==> src/rtl/branch_pkg.sv <==
// Shared types for the branch resolve path: PC width, queue entry, sequential-PC helper.
// Latency: none; this file holds declarations only.
// Backpressure: none.
package branch_pkg;

    localparam int PC_W = 11;

    typedef struct packed {
        logic [PC_W-1:0] pc;
        logic            pred_taken;
        logic [PC_W-1:0] pred_target;
    } br_entry_t;

    // Fall-through PC of a branch; wraps naturally at 2^PC_W.
    function automatic logic [PC_W-1:0] next_seq_pc(input logic [PC_W-1:0] pc);
        return pc + {{(PC_W-1){1'b0}}, 1'b1};
    endfunction

endpackage

==> src/rtl/branch_queue.sv <==
// In-order circular buffer of predicted branches, 2 writes at tail, 2 reads at head/head+1.
// Latency: a write is readable the cycle after it is accepted; reads are combinational from storage.
// Backpressure: none here; the caller only writes when space exists and only pops live entries.
module branch_queue
    import branch_pkg::*;
#(
    parameter int DEPTH = 8
) (
    input  logic                     clk,
    input  logic                     reset,
    input  logic                     clear,
    input  logic                     wr_en1,
    input  logic                     wr_en2,
    input  br_entry_t                wr_dat1,
    input  br_entry_t                wr_dat2,
    input  logic [1:0]               pop_cnt,
    output br_entry_t                rd_dat1,
    output br_entry_t                rd_dat2,
    output logic [$clog2(DEPTH):0]   occupancy
);

    localparam int AW = $clog2(DEPTH);

    br_entry_t       mem [DEPTH];
    logic [AW-1:0]   head;
    logic [AW-1:0]   tail;
    logic [AW-1:0]   head_p1;
    logic [AW-1:0]   tail_p1;
    logic [1:0]      wr_cnt;

    // Slot 2 is only written together with slot 1, so the write count is 0/1/2.
    assign wr_cnt  = {1'b0, wr_en1} + {1'b0, wr_en1 & wr_en2};
    assign head_p1 = head + AW'(1);
    assign tail_p1 = tail + AW'(1);
    assign rd_dat1 = mem[head];
    assign rd_dat2 = mem[head_p1];

    // Entry storage; contents past the live window are don't-care, so no reset.
    always_ff @(posedge clk) begin
        if (!reset && !clear) begin
            if (wr_en1) begin
                mem[tail] <= wr_dat1;
            end
            if (wr_en1 && wr_en2) begin
                mem[tail_p1] <= wr_dat2;
            end
        end
    end

    // Pointer and occupancy update; clear drops every in-flight entry.
    always_ff @(posedge clk) begin
        if (reset || clear) begin
            head      <= '0;
            tail      <= '0;
            occupancy <= '0;
        end else begin
            head      <= head + AW'(pop_cnt);
            tail      <= tail + AW'(wr_cnt);
            occupancy <= occupancy + (AW+1)'(wr_cnt) - (AW+1)'(pop_cnt);
        end
    end

endmodule

==> src/rtl/branch_resolve_unit.sv <==
// Tracks predicted branches in order, checks them at resolve, drives predictor updates and flush.
// Latency: updates, flush and redirect are registered, 1 cycle after the resolve.
// Backpressure: enq_ready drops when fewer than 2 entries are free; enqueues while low are dropped.
module branch_resolve_unit
    import branch_pkg::*;
#(
    // Must match branch_pkg::PC_W, which sizes the queue entries.
    parameter int PC_W  = branch_pkg::PC_W,
    parameter int DEPTH = 8,
    parameter int CNT_W = 16
) (
    input  logic                   clk,
    input  logic                   reset,
    input  logic                   enq_valid1,
    input  logic                   enq_valid2,
    input  logic [PC_W-1:0]        enq_pc1,
    input  logic [PC_W-1:0]        enq_pc2,
    input  logic                   enq_pred_taken1,
    input  logic                   enq_pred_taken2,
    input  logic [PC_W-1:0]        enq_pred_target1,
    input  logic [PC_W-1:0]        enq_pred_target2,
    output logic                   enq_ready,
    input  logic                   res_valid1,
    input  logic                   res_valid2,
    input  logic                   res_taken1,
    input  logic                   res_taken2,
    input  logic [PC_W-1:0]        res_target1,
    input  logic [PC_W-1:0]        res_target2,
    output logic                   upd_branch1,
    output logic                   upd_branch2,
    output logic                   upd_taken1,
    output logic                   upd_taken2,
    output logic [PC_W-1:0]        upd_pc1,
    output logic [PC_W-1:0]        upd_pc2,
    output logic [PC_W-1:0]        upd_target1,
    output logic [PC_W-1:0]        upd_target2,
    output logic                   flush,
    output logic [PC_W-1:0]        redirect_pc,
    output logic [$clog2(DEPTH):0] occupancy,
    output logic [CNT_W-1:0]       mispredict_count
);

    localparam int OW = $clog2(DEPTH) + 1;

    br_entry_t       head_ent1;
    br_entry_t       head_ent2;
    br_entry_t       enq_ent1;
    br_entry_t       enq_ent2;
    logic            acc1, acc2;
    logic            rsv1, rsv2;
    logic            mis1, mis2, any_mis;
    logic [1:0]      pop_cnt;
    logic [PC_W-1:0] corr_pc1, corr_pc2;

    function automatic logic is_mispredict(input br_entry_t e, input logic taken,
                                           input logic [PC_W-1:0] target);
        return (e.pred_taken != taken) || (taken && (e.pred_target != target));
    endfunction

    assign enq_ready = (occupancy <= OW'(DEPTH - 2));

    assign enq_ent1 = '{pc: enq_pc1, pred_taken: enq_pred_taken1, pred_target: enq_pred_target1};
    assign enq_ent2 = '{pc: enq_pc2, pred_taken: enq_pred_taken2, pred_target: enq_pred_target2};

    // Accept, resolve-pairing and mispredict decisions; slot 2 never acts without slot 1.
    always_comb begin
        acc1     = enq_ready && enq_valid1;
        acc2     = acc1 && enq_valid2;
        rsv1     = res_valid1 && (occupancy != '0);
        rsv2     = rsv1 && res_valid2 && (occupancy >= OW'(2));
        mis1     = rsv1 && is_mispredict(head_ent1, res_taken1, res_target1);
        mis2     = rsv2 && !mis1 && is_mispredict(head_ent2, res_taken2, res_target2);
        any_mis  = mis1 || mis2;
        pop_cnt  = {1'b0, rsv1} + {1'b0, rsv2 && !mis1};
        corr_pc1 = res_taken1 ? res_target1 : next_seq_pc(head_ent1.pc);
        corr_pc2 = res_taken2 ? res_target2 : next_seq_pc(head_ent2.pc);
    end

    // A mispredict empties the queue and also squashes this cycle's wrong-path enqueues.
    branch_queue #(
        .DEPTH(DEPTH)
    ) u_queue (
        .clk       (clk),
        .reset     (reset),
        .clear     (any_mis),
        .wr_en1    (acc1 && !any_mis),
        .wr_en2    (acc2 && !any_mis),
        .wr_dat1   (enq_ent1),
        .wr_dat2   (enq_ent2),
        .pop_cnt   (pop_cnt),
        .rd_dat1   (head_ent1),
        .rd_dat2   (head_ent2),
        .occupancy (occupancy)
    );

    // Registered update bus, flush pulse, redirect PC and saturating mispredict counter.
    always_ff @(posedge clk) begin
        if (reset) begin
            upd_branch1      <= 1'b0;
            upd_branch2      <= 1'b0;
            upd_taken1       <= 1'b0;
            upd_taken2       <= 1'b0;
            upd_pc1          <= '0;
            upd_pc2          <= '0;
            upd_target1      <= '0;
            upd_target2      <= '0;
            flush            <= 1'b0;
            redirect_pc      <= '0;
            mispredict_count <= '0;
        end else begin
            upd_branch1 <= rsv1;
            upd_branch2 <= rsv2 && !mis1;
            upd_taken1  <= res_taken1;
            upd_taken2  <= res_taken2;
            upd_pc1     <= head_ent1.pc;
            upd_pc2     <= head_ent2.pc;
            upd_target1 <= res_target1;
            upd_target2 <= res_target2;
            flush       <= any_mis;
            redirect_pc <= mis1 ? corr_pc1 : corr_pc2;
            if (any_mis && (mispredict_count != '1)) begin
                mispredict_count <= mispredict_count + CNT_W'(1);
            end
        end
    end

endmodule
==> config.mk <==
export PLATFORM = sky130hd
export DESIGN_NAME = branch_resolve_unit
export DESIGN_NICKNAME = d
export VERILOG_FILES = /design/src/rtl/branch_pkg.sv /design/src/rtl/branch_queue.sv /design/src/rtl/branch_resolve_unit.sv
export SDC_FILE = /design/constraint.sdc
export NUM_CORES = 1
export LEC_CHECK = 0
export CORE_MARGIN = 1
export CORE_UTILIZATION = 62
export DETAILED_ROUTE_END_ITERATION = 16
export HOLD_SLACK_MARGIN = 0.05
export PLACE_DENSITY = 0.86
export SYNTH_ARGS = -nofsm -noshare
export SYNTH_HDL_FRONTEND = slang
export SYNTH_SLANG_ARGS = --single-unit
==> constraint.sdc <==
create_clock -name clk -period 10.89 [get_ports clk]
set_clock_uncertainty 0.2 [all_clocks]
set_input_delay 1.089 -clock clk [delete_from_list [all_inputs] [get_ports clk]]
set_output_delay 1.089 -clock clk [all_outputs]
set_load 0.02 [all_outputs]
==> results.txt <==
- The flow ran to the end, and the final reports show no timing, DRC or antenna violations.
- After filler insertion, the fill cell instance count of the layout stands at about 1400.
* Setup-violating endpoint count in the final report: 0
- The core region is 23500 um^2.
* Number of global-route vias before repair: about 9900
* Worst Setup End Kind: register
- The floorplan has 56 rows.
- Power density relative to cell area: 201 nW/um^2
- TritonCTS built the clock tree.
* Warning count from the yosys run: 0
* Number of iterations in the first detailed-routing pass: 7
- Unrepaired setup endpoints after global routing: no
- The number of max-slew violations in the final report came to 0.
* Sequential standard cell area: around 7300 um^2
- Seq/Total Area, Yosys: 48.5%
- Main area contributors after synthesis: edfxtp_1 (37%), mux4_2 (12%), dfxtp_1 (12%)
- The cell that appears most often on the critical path is buf_4.
* Worst setup path class: register to register
* Post-route cell area: roughly 18000 um^2
- Cell Area, Synth: roughly 15000 um^2
- Global-route wire length before repair: slightly below 60000 um
* Number of antenna violations at the first check in global routing: 0
* Worst relative slew slack: 28.9%
* Die Span Y: 157 um
- Post-route insts no fill: about 1500
- EDFF count, synth: 184
* Hold Vio Cnt, Final: 0
* Flip-flop and latch count after synthesis: 270
- After Yosys synthesis, full adders, half adders and majority gates account for 1.71% of the synthesized area.
* TritonCTS Buffers: 28
* Post-DR wirelength/cell: 25.8 um
- Count of unique library cells instantiated by Yosys: 58
- Reg-to-reg startpoint: u_queue.head[1]
- The HPWL after detailed placement is around 26000 um.
* Resize count post-CTS: 0
- Compound-gate portion of the synthesized area: under 10%
* Gate count after technology mapping: approximately 1100
- The critical path starts at u_queue.head[1].
* Dominant combinational cell family by area after synthesis: multiplexers
- Crit-path slowest cell: nor4_4
- Overall Global Routing Usage: roughly a third
* Antenna cell count: 0
- Counting I/O delays and the setup requirement, the final critical path takes roughly 6.6 ns.
- Maximum vdd drop: approximately 120 uV
- Setup total negative slack on the finished layout was measured at 0 ns.
- The clock reaches the later pin of the worst-skew pair after around 0.55 ns.
- Share of the synthesized netlist area taken by xor and xnor gates: under 10%
- Largest area contributor in the synthesized netlist: edfxtp_1
- Length in cells of the worst reg-to-reg path: 12
* Hold WC Path Type: register to register
- The placed instances occupy a cell area of about 17000 um^2.
- Leakage power total: 6.05 nW
- Fraction of layout instances using a drive strength above 1: between 20% and 30%
* Placed Instances: between 1000 and 1500
- Count of input and output buffers: approximately 160
- Area fraction in and, or, nand and nor cells after synthesis: roughly 7.4%
- Total area of multi-input combinational cells: roughly 7300 um^2
- The commonest cells after synthesis are edfxtp_1 (184), mux2_2 (132), dfxtp_1 (86), mux4_2 (80), nor2_1 (72).
* Share of synthesized area spent on multiplexers: 32.4%
- Sequence of cells on the critical path: buf_4 -> ha_2 -> buf_4 -> mux4_2 -> xor2_1 -> o32a_1 -> nor4_2 -> a21boi_2 -> or3_1 -> nor4_4 -> buf_4 -> o21bai_4
- Via/cell ratio: around 6.6
* CTS H-Tree Depth: 1
- For this run, design rule violations remaining after detail routing come to 0.
- DRT antenna net count: 0
* Register clock-pin slew on the reported worst setup and hold paths: 0.06 ns
- After layout, the design draws a total of about 0.0035 W.
- Number of sinks handled by clock tree synthesis: 270
- Critical Path Sink: u_queue.mem[5][6]
- Setup Fix Bufs, Post-CTS: 0
- For the worst setup path, the data arrival time is 6.58 ns.
* Root buffer cell: clkbuf_16
- In the final design database the tool counted 1281 nets.
- Post-route clock period utilization: 60.8%
- Once the floorplan was initialized, standard cells occupied between 60 and 70% of the core.
* Biggest cell delay along the critical path: between 0.7 and 0.8 ns
- Among all flip-flop cells after synthesis, the most frequent one is edfxtp_1.
- Routed Wire Length: roughly 39000 um
* Post-synth top area share: between 30% and 40%
* Worst Path Required: roughly 11 ns
* Total I/O pin count: around 160
- From synthesis to final layout, the design area changed by 17.6%.
- R2R Path End: u_queue.mem[5][6]
- The congestion estimate from routability-driven global placement came to just under 0.9.
* Leading cell type by number of instances after synthesis: edfxtp_1
- Achievable clock frequency: 0.151 GHz
- Die outline area: approximately 25000 um^2
- For flop-to-flop paths, the worst setup slack is ~4.3 ns.
- In this run the mean area of a mapped cell was 14.2 um^2.
- Vias after detailed routing: between 10000 and 15000
- STA classifies the critical path startpoint as a register.
- At the end of the flow the core is filled with cells to about three quarters.
- The clock passes through at most 3 buffers.
* Starting DRT DRC Count: 1050
- CP bufs+invs: 3
* Max Fanout on Critical Path: 39
* Die boundary width: about 160 um
- Pin slew with the least headroom to its limit: approximately 1.1 ns
- Buffers inserted to repair hold after CTS numbered 0.
- Proportion of synthesized flip-flops having asynchronous set or reset: 0%
- Counting buffers and inverters, the worst setup path is 12 cells deep.
* Post-Syn Nets: about 1100
* Largest delay share family, worst path: simple AND/OR/NAND/NOR gates
* Maximum number of pins on one net before global-route repair: 90
* Max-Cap Viols: 0
* Residual overflow from global routing: 0
[where the power goes]
part	internal (W)	leakage, nW	total (W)	switching, W
registers	0.00120	2.37	0.00127	0.0000673
logic	0.000635	3.25	0.00134	0.000701
clock network	0.000543	0.433	0.000931	0.000387
total	0.00238	6.05	0.00353	0.00116
[how the worst min path moves through the flow]
| stage | endpoint | start | cells past startpoint | slack [ns] |
|---|---|---|---|---|
| after detailed placement | mispredict_count[9] | mispredict_count[9] | 2 | 0.29 |
| after floorplan | mispredict_count[15] | mispredict_count[15] | 2 | 0.36 |
| after global routing | mispredict_count[9] | mispredict_count[9] | 2 | 0.32 |
| after global placement | mispredict_count[9] | mispredict_count[9] | 2 | 0.28 |
| final | mispredict_count[13] | mispredict_count[13] | 2 | 0.31 |
| after CTS | mispredict_count[9] | mispredict_count[9] | 2 | 0.30 |
[state kept, by name (all words and copies together) (netlist names)]
| name | cells |
|---|---|
| upd_taken2 | 1 |
| upd_branch2 | 1 |
| u_queue.tail | 3 |
| u_queue.occupancy | 4 |
| u_queue.mem | 184 |
| upd_pc2 | 11 |
| upd_pc1 | 11 |
| redirect_pc | 11 |
| upd_branch1 | 1 |
| mispredict_count | 16 |
| u_queue.head | 3 |
| upd_taken1 | 1 |
| upd_target1 | 11 |
| flush | 1 |
| upd_target2 | 11 |
[per-stage QoR]
stage                     hold slack (ns)  setup WS [ns]
after floorplan                     0.356           5.78
after global placement              0.283           4.45
after detailed placement            0.292           4.31
after CTS                           0.300           4.30
after global routing                0.321           3.99
final                               0.307           4.27
[tightest hold or removal path, delay by kind of cell, from the launching register on]
| family | cells | cell delay [ns] |
|---|---|---|
| DFF | 1 | 0.33 |
| AOI/OAI and AO/OA | 2 | 0.12 |
[layout make-up]
| type | instances | area share, % |
|---|---|---|
| multi-input cells | 691 | 41.3 |
| flip-flops and latches | 270 | 41.3 |
| repair buffers | 174 | 9.62 |
| clock buffers | 37 | 4.65 |
| well taps | 319 | 2.27 |
| inverters | 22 | 0.470 |
| clock inverters | 8 | 0.384 |
[cell families after synthesis]
family / Yosys count
compound gates: 76
buf+inv: 92
flops: 270
fa+ha+maj: 18
xor+xnor: 56
mux: 329
simple gates: 212
[per-layer routing]
metal,routed length (um),track usage [%],vias to the layer above
li1,-,-,4297
met4,1550,12.4,0
met2,18900,53.9,646
met3,3770,5.42,111
met5,0,0,-
met1,15100,42.2,4969
[cells in the final DEF (no fill, tap or decap), types with 6 or more instances in the layout]
cell / instances
inv_1: 21
dfxtp_1: 83
mux2_2: 132
a211oi_1: 14
mux2_4: 57
nor3_1: 8
clkdlybuf4s50_1: 155
xor2_1: 26
nand2b_1: 7
nand2_1: 28
nand4_1: 6
mux2i_1: 54
clkbuf_16: 30
o21ai_0: 16
ha_1: 13
buf_4: 18
mux4_2: 80
xnor2_1: 29
nor2b_1: 32
nand3_1: 18
or3_1: 8
mux4_1: 6
edfxtp_1: 184
a21oi_1: 18
nor2_1: 72
Power figures use the tool's default switching activity.
